$ cat src/rtl/z80_bus_pkg.sv
`default_nettype none
//==============================================================================
// Module   : z80_bus_pkg
// Purpose  : Shared types and default window constants for Z80 bus bridges.
// Revision : 1.0 - initial release
//==============================================================================
package z80_bus_pkg;

   localparam int          c_def_addr_w    = 14;
   localparam int          c_def_data_w    = 8;
   localparam logic [15:0] c_def_base_addr = 16'h4000;
   localparam int          c_wait_w        = 4;

   typedef enum logic [2:0] {
      IDLE       = 3'd0,
      RD_ISSUE   = 3'd1,
      RD_CAPTURE = 3'd2,
      RD_STALL   = 3'd3,
      WR_ISSUE   = 3'd4,
      HOLD       = 3'd5
   } bridge_state_t;

   typedef struct packed {
      logic                    mreq_n;
      logic                    rd_n;
      logic                    wr_n;
      logic [15:0]             addr;
      logic [c_def_data_w-1:0] wdata;
   } bus_req_t;

endpackage
`default_nettype wire

$ cat src/rtl/wait_counter.sv
`default_nettype none
//==============================================================================
// Module   : wait_counter
// Purpose  : Loadable down-counter flagging the last stall cycle of a read.
// Revision : 1.0 - initial release
//==============================================================================
module wait_counter #(
   parameter int W = 4
) (
   input  logic         clk,
   input  logic         rst_n,
   input  logic         load,
   input  logic         en,
   input  logic [W-1:0] load_val,
   output logic         done
);

   logic [W-1:0] r_count;

   always_ff @(posedge clk) begin
      if (!rst_n) begin
         r_count <= '0;
      end else if (load) begin
         r_count <= load_val;
      end else if (en && (r_count != '0)) begin
         r_count <= r_count - W'(1);
      end
   end

   // A count of one marks the final stall cycle.
   assign done = (r_count == W'(1));

endmodule
`default_nettype wire

$ cat src/rtl/z80_ram_bridge.sv
`default_nettype none
//==============================================================================
// Module   : z80_ram_bridge
// Purpose  : Z80 memory-bus to synchronous single-port RAM bridge.
// Revision : 1.0 - initial release
//==============================================================================
module z80_ram_bridge
   import z80_bus_pkg::*;
#(
   parameter int          ADDR_W     = c_def_addr_w,
   parameter int          DATA_W     = c_def_data_w,
   parameter logic [15:0] BASE_ADDR  = c_def_base_addr,
   parameter int          EXTRA_WAIT = 0
) (
   input  logic              clk,
   input  logic              rst_n,
   input  logic              mreq_n,
   input  logic              rd_n,
   input  logic              wr_n,
   input  logic [15:0]       cpu_addr,
   input  logic [DATA_W-1:0] cpu_wdata,
   output logic [DATA_W-1:0] cpu_rdata,
   output logic              cpu_sel,
   output logic              wait_n,
   output logic              ram_ena,
   output logic              ram_rd,
   output logic              ram_wr,
   output logic [ADDR_W-1:0] ram_addr,
   output logic [DATA_W-1:0] ram_din,
   input  logic [DATA_W-1:0] ram_dout,
   output logic              bus_err
);

   bridge_state_t     r_state;
   logic              r_ram_ena;
   logic              r_ram_rd;
   logic              r_ram_wr;
   logic              r_bus_err;
   logic [ADDR_W-1:0] r_ram_addr;
   logic [DATA_W-1:0] r_ram_din;
   logic [DATA_W-1:0] r_cpu_rdata;

   logic              w_hit;
   logic              w_rd_req;
   logic              w_wr_req;
   logic              w_both_req;
   logic              w_release;
   logic              w_cnt_done;

   generate
      if (ADDR_W >= 16) begin : g_full_window
         assign w_hit = 1'b1;
      end else begin : g_part_window
         assign w_hit = (cpu_addr[15:ADDR_W] == BASE_ADDR[15:ADDR_W]);
      end
   endgenerate

   assign w_rd_req   = !mreq_n && !rd_n &&  wr_n && w_hit;
   assign w_wr_req   = !mreq_n && !wr_n &&  rd_n && w_hit;
   assign w_both_req = !mreq_n && !rd_n && !wr_n && w_hit;
   assign w_release  = mreq_n || (rd_n && wr_n);

   generate
      if (EXTRA_WAIT > 0) begin : g_wait
         localparam logic [c_wait_w-1:0] c_extra = c_wait_w'(EXTRA_WAIT);

         wait_counter #(
            .W(c_wait_w)
         ) u_wait_counter (
            .clk      (clk),
            .rst_n    (rst_n),
            .load     (r_state == RD_CAPTURE),
            .en       (r_state == RD_STALL),
            .load_val (c_extra),
            .done     (w_cnt_done)
         );
      end else begin : g_no_wait
         assign w_cnt_done = 1'b1;
      end
   endgenerate

   // RAM strobes default low so each access pulses for exactly one cycle.
   always_ff @(posedge clk) begin
      if (!rst_n) begin
         r_state     <= IDLE;
         r_ram_ena   <= 1'b0;
         r_ram_rd    <= 1'b0;
         r_ram_wr    <= 1'b0;
         r_ram_addr  <= '0;
         r_ram_din   <= '0;
         r_cpu_rdata <= '0;
         r_bus_err   <= 1'b0;
      end else begin
         r_ram_ena <= 1'b0;
         r_ram_rd  <= 1'b0;
         r_ram_wr  <= 1'b0;
         case (r_state)
            IDLE: begin
               if (w_rd_req) begin
                  r_state    <= RD_ISSUE;
                  r_ram_ena  <= 1'b1;
                  r_ram_rd   <= 1'b1;
                  r_ram_addr <= cpu_addr[ADDR_W-1:0];
               end else if (w_wr_req) begin
                  r_state    <= WR_ISSUE;
                  r_ram_ena  <= 1'b1;
                  r_ram_wr   <= 1'b1;
                  r_ram_addr <= cpu_addr[ADDR_W-1:0];
                  r_ram_din  <= cpu_wdata;
               end else if (w_both_req) begin
                  r_bus_err  <= 1'b1;
               end
            end
            RD_ISSUE: begin
               r_state <= RD_CAPTURE;
            end
            RD_CAPTURE: begin
               r_cpu_rdata <= ram_dout;
               if (EXTRA_WAIT == 0) begin
                  r_state <= HOLD;
               end else begin
                  r_state <= RD_STALL;
               end
            end
            RD_STALL: begin
               if (w_cnt_done) begin
                  r_state <= HOLD;
               end
            end
            WR_ISSUE: begin
               r_state <= HOLD;
            end
            HOLD: begin
               if (w_release) begin
                  r_state <= IDLE;
               end
            end
            default: begin
               r_state <= IDLE;
            end
         endcase
      end
   end

   assign wait_n = !((r_state == IDLE && w_rd_req) ||
                     (r_state == RD_ISSUE) ||
                     (r_state == RD_CAPTURE) ||
                     (r_state == RD_STALL));

   assign cpu_sel   = !mreq_n && w_hit;
   assign cpu_rdata = r_cpu_rdata;
   assign ram_ena   = r_ram_ena;
   assign ram_rd    = r_ram_rd;
   assign ram_wr    = r_ram_wr;
   assign ram_addr  = r_ram_addr;
   assign ram_din   = r_ram_din;
   assign bus_err   = r_bus_err;

endmodule
`default_nettype wire
$ cat config.mk
export PLATFORM = sky130hd
export DESIGN_NAME = z80_ram_bridge
export DESIGN_NICKNAME = d
export VERILOG_FILES = /design/src/rtl/z80_bus_pkg.sv /design/src/rtl/wait_counter.sv /design/src/rtl/z80_ram_bridge.sv
export SDC_FILE = /design/constraint.sdc
export NUM_CORES = 1
export LEC_CHECK = 0
export BUFFER_PORTS_ARGS = -buffer_cell sky130_fd_sc_hd__buf_4
export CAP_MARGIN = 10
export CORE_UTILIZATION = 48
export CTS_BUF_LIST = sky130_fd_sc_hd__clkbuf_4 sky130_fd_sc_hd__clkbuf_8 sky130_fd_sc_hd__clkbuf_16
export DETAILED_ROUTE_END_ITERATION = 8
export PLACE_DENSITY = 0.94
export SYNTH_ARGS = -nofsm -noshare
export SYNTH_HDL_FRONTEND = slang
export SYNTH_SLANG_ARGS = --single-unit
$ cat constraint.sdc
create_clock -name clk -period 2.25 [get_ports clk]
set_input_delay 0.45 -clock clk [delete_from_list [all_inputs] [get_ports clk]]
set_output_delay 0.45 -clock clk [all_outputs]
set_load 0.02 [all_outputs]
==> metrics.sh <==
CTS_MADE_BUFFERS=5
LAYOUT.FILLER_CELLS=231
CLOCKROOTBUFFER='clkbuf_4'
AREA_SHARE_OF_THE_LARGEST_CELL_TYPE_AFTER_SYNTHESIS_PCT=50.1
MAPPEDNETLISTAREA_UM2=1480
GRTUSAGETOTAL_PCT=20.4
DP_HPWL_UM=2360
RR_ENDPOINT='ram_addr[6]'
NETS=266
SYNTHTOPCELLSBYCOUNT='nand2_1, dfxtp_1, mux2i_1'
LAST_WEIGHTED_CONGESTION_VALUE_OF_THE_ROUTABILITY_DRIVEN_PLACER=0.767
MAX_STAGE_DELAY_NS=0.35
DRT-WIRELENGTH-PER-CELL_UM=12.1
FLOORPLAN.INITIALDENSITY_PCT=52.3
FINALSETUPVIOLCOUNT=0
CTS.PATH.MAX_BUFFERS=2
WORSTMARGINPINSLEW_NS=0.422
SYNTHFLOPTYPE='dfxtp_1'
ANT_NETS=0
LAYOUT_CELLS_SIZED_ABOVE_1_PCT=37.0
SEQ_AREA_FRAC_SYNTH_PCT=50.1
HOLD_VIOLATIONS=0
YOSYSUNIQUECELLTYPES=27
DRT-PASS1-ITER-COUNT=6
POST-ROUTE-MIN-PERIOD_NS=1.84
REG2REG_FROM='r_state[1]'
SYNTH-WARNING-COUNT=0
WORST_SKEW_PAIR.LATE_LATENCY_NS=0.32
POSTLAYOUTCOREUTIL_PCT=74.3
ASYNC_RESET_FF_SHARE_PCT=0
SYNTH_ENABLE_FLOP_CELLS=0
CRITICAL_PATH_CLASS='input port to output port'
FP.DIEW_UM=57.5
CLOCK_POWER_SHARE_PCT=37.2
POWER_SWITCHING_uW=270
REGTOREGSETUPSLACK_NS=0.74
TOTAL_LENGTH_OF_ROUTED_WIRES_UM=3170
STATUS='complete, but fails checks'
GRT_SETUP_UNREPAIRED='false'
TRITONCTS='built'
SYNTH.AVG_CELL_AREA_UM2=9.42
MIN-DELAY-START='ram_dout[4]'
NUMBER_OF_DRC_VIOLATIONS_AFTER_DETAILED_ROUTING_ITERATION_0=42
FP.COREAREA_UM2=2830
SETUP_SLACK_NS=0.414
TIMING.CRITICAL_PATH.MAX_DELAY_FAMILY='simple AND/OR/NAND/NOR gates'
VIA_TOTAL_AFTER_DETAILED_ROUTING=1266
DIODES=0
CRIT_PATH_MAX_FANOUT=9
DETAILEDPLACE.WORSTSLACK_NS=0.419
GRT_PASS1_VIAS=1231
STARTPOINT_TYPE='input port'
SETUP_TOTAL_NEGATIVE_SLACK_NS=0
SYNTH.AREA.TOP_CELLS='dfxtp_1, mux2i_1, nand2_1'
CP-END-KIND='output port'
GLOBAL_ROUTE.OVERFLOW_TOTAL=0
POWERDENSITY_nW_PER_UM2=610
CTS.REPAIR_TIMING.SETUP_BUFFER_COUNT=0
SYNTH_LARGEST_AREA_CELL='dfxtp_1'
CTS_HOLD_BUF=0
FIN_SKEW_NS=0.0110
CTS_NUM_SINKS=37
FINAL_CELL_AREA_UM2=2100
R2R_CELLS=4
SYN_NETS=194
VIOLATIONS_IN_THE_FINAL_REPORTS='design-rule violations'
DRV_CAP=0
POWER.SWITCHING_FRACTION_PCT=21.0
HOLD-WORST-SLACK_NS=0.358
FINAL-INSTANCE-COUNT-EXCL-FILL=261
FMAXACHIEVABLE_GHz=0.545
SYNTH_CELLS=157
P_INT_mW=1.01
DRT_DRC_VIOLATIONS_LEFT=3
STARTPOINT='mreq_n'
POST-ROUTE-PERIOD-UTIL_PCT=81.6
LEAKAGE_nW=0.990
FP.DIEAREA_UM2=3310
DIE_H_UM=57.5
PLACEMENT.CELL_AREA_UM2=2010
CLK_PIN_SLEW_NS=0.10
DESIGN_POWER_TOTAL_mW=1.28
AREA.GROWTH.SYNTH_TO_FINAL_PCT=42.2
WORST-PATH-BUF-INV=2
SEQPWRFRAC_PCT=52.2
CRIT_PATH_FREQUENT_CELL='buf_4'
CRIT_ARRIVAL_NS=1.39
POWER_FRAC_COMB_PCT=10.6
GRT_MAX_DEGREE=47
CTS.REPAIR.RESIZED=0
CRITICAL_PATH.CELL_CHAIN='buf_4 > nor3b_4 > nand3b_1 > a21o_1 > buf_4'
PIN_COUNT=73
FINAL-MAX-SLEW-VIOLATION-COUNT=0
HTREE_LEVELS=2
WORSTSETUPPATHDEPTH=5
YOSYS.CELL_COUNT.TOP_TYPE='nand2_1'
IO_BUFFERS=72
NUMBER_OF_PLACEMENT_ROWS=19
NUMBER_OF_ANTENNA_VIOLATIONS_AT_THE_FIRST_CHECK_IN_GLOBAL_ROUTING=0
VIAS_PER_CELL=4.85
SLOWEST_STAGE='nor3b_4'
IRDROPWORSTVDD_V=0.000422
TIMING.MAX_SLEW.REL_SLACK_PCT=71.8
HP-CLASS='input port to flop'
PLACE.DETAILED.INSTANCES=253
WORSTSETUPENDPOINT='wait_n'
YS_FF_LATCH=37
WORSTPATHREQUIRED_NS=1.80
GRT_PASS1_WL_UM=5110
[sequential cells by signal, indices dropped and copies added, names as in the netlist]
| name | cells |
|---|---|
| ram_addr | 14 |
| ram_ena | 1 |
| r_state | 3 |
| ram_rd | 1 |
| ram_din | 8 |
| ram_wr | 1 |
| bus_err | 1 |
| cpu_rdata | 8 |
[worst min-delay path by stage]
| stage | end | slack, ns | depth (start not counted) |
|---|---|---|---|
| CTS | cpu_rdata[4] | 0.35 | 3 |
| detailed placement | ram_addr[3] | 0.45 | 2 |
| floorplan | r_state[1] | 0.48 | 2 |
| finish | cpu_rdata[4] | 0.36 | 3 |
| global placement | ram_addr[12] | 0.44 | 2 |
| global route | cpu_rdata[2] | 0.35 | 3 |
[worst reg2reg max path, stage by stage (launching register included)]
cell and delay (ns):
dfxtp_1 0.37, nor3_2 0.35, and3_1 0.22, buf_4 0.25, mux2i_1 0.24
[layer usage]
layer  share of wire, %  wire length (um)  track usage [%]
met5                  0                 0                0
met3                5.0               157             5.90
met2                 54              1710             37.5
met1                 40              1250             21.5
met4                1.5                48             8.36
[area by class of cell]
cell class / instances / area, um2 / area share [%]
clock buffer: 7 / 58.8 / 2.80
sequential: 37 / 741 / 35.2
inverter: 1 / 3.75 / 0.178
tap: 31 / 38.8 / 1.84
timing repair buffer: 74 / 556 / 26.4
multi-input combinational: 110 / 676 / 32.1
clock inverter: 1 / 30.0 / 1.43
[power by group through the flow]
stage	combinational (mW)	sequential [mW]	clock, mW
floorplan	0.0534	0.696	0
global placement	0.133	0.685	0
detailed placement	0.136	0.685	0
CTS	0.136	0.670	0.487
global route	0.147	0.672	0.515
finish	0.135	0.670	0.478
[cell families (layout without fill, tap and decap cells)]
logic type	after synthesis	count (layout)	share of synthesized area (%)
DFF	37	37	50.1
and+or+nand+nor	72	72	21.7
buffers and inverters	10	83	4.23
xor gates and xnor gates	2	2	1.18
muxes	30	30	20.3
AOI/OAI and AO/OA	6	6	2.54
[cells in the final DEF (no fill, tap or decap)]
cell,Yosys,layout
bufinv_16,0,1
nand2b_1,1,1
o21ai_0,1,1
mux2i_1,30,30
nand4b_1,1,1
nand3_2,1,1
nor2b_1,1,1
nand3_1,1,1
clkbuf_8,0,1
nor3b_4,1,1
nor3_2,1,1
dfxtp_1,37,37
inv_1,1,1
nand3b_1,1,1
a21oi_1,2,2
clkbuf_4,0,6
nand2_1,47,47
a21o_1,1,1
a221oi_1,1,1
nor3_1,1,1
buf_4,0,74
and3_1,1,1
a31oi_1,1,1
nor2_1,14,14
nor3b_1,1,1
xor2_1,2,2
(Power assumes the default switching activity.)
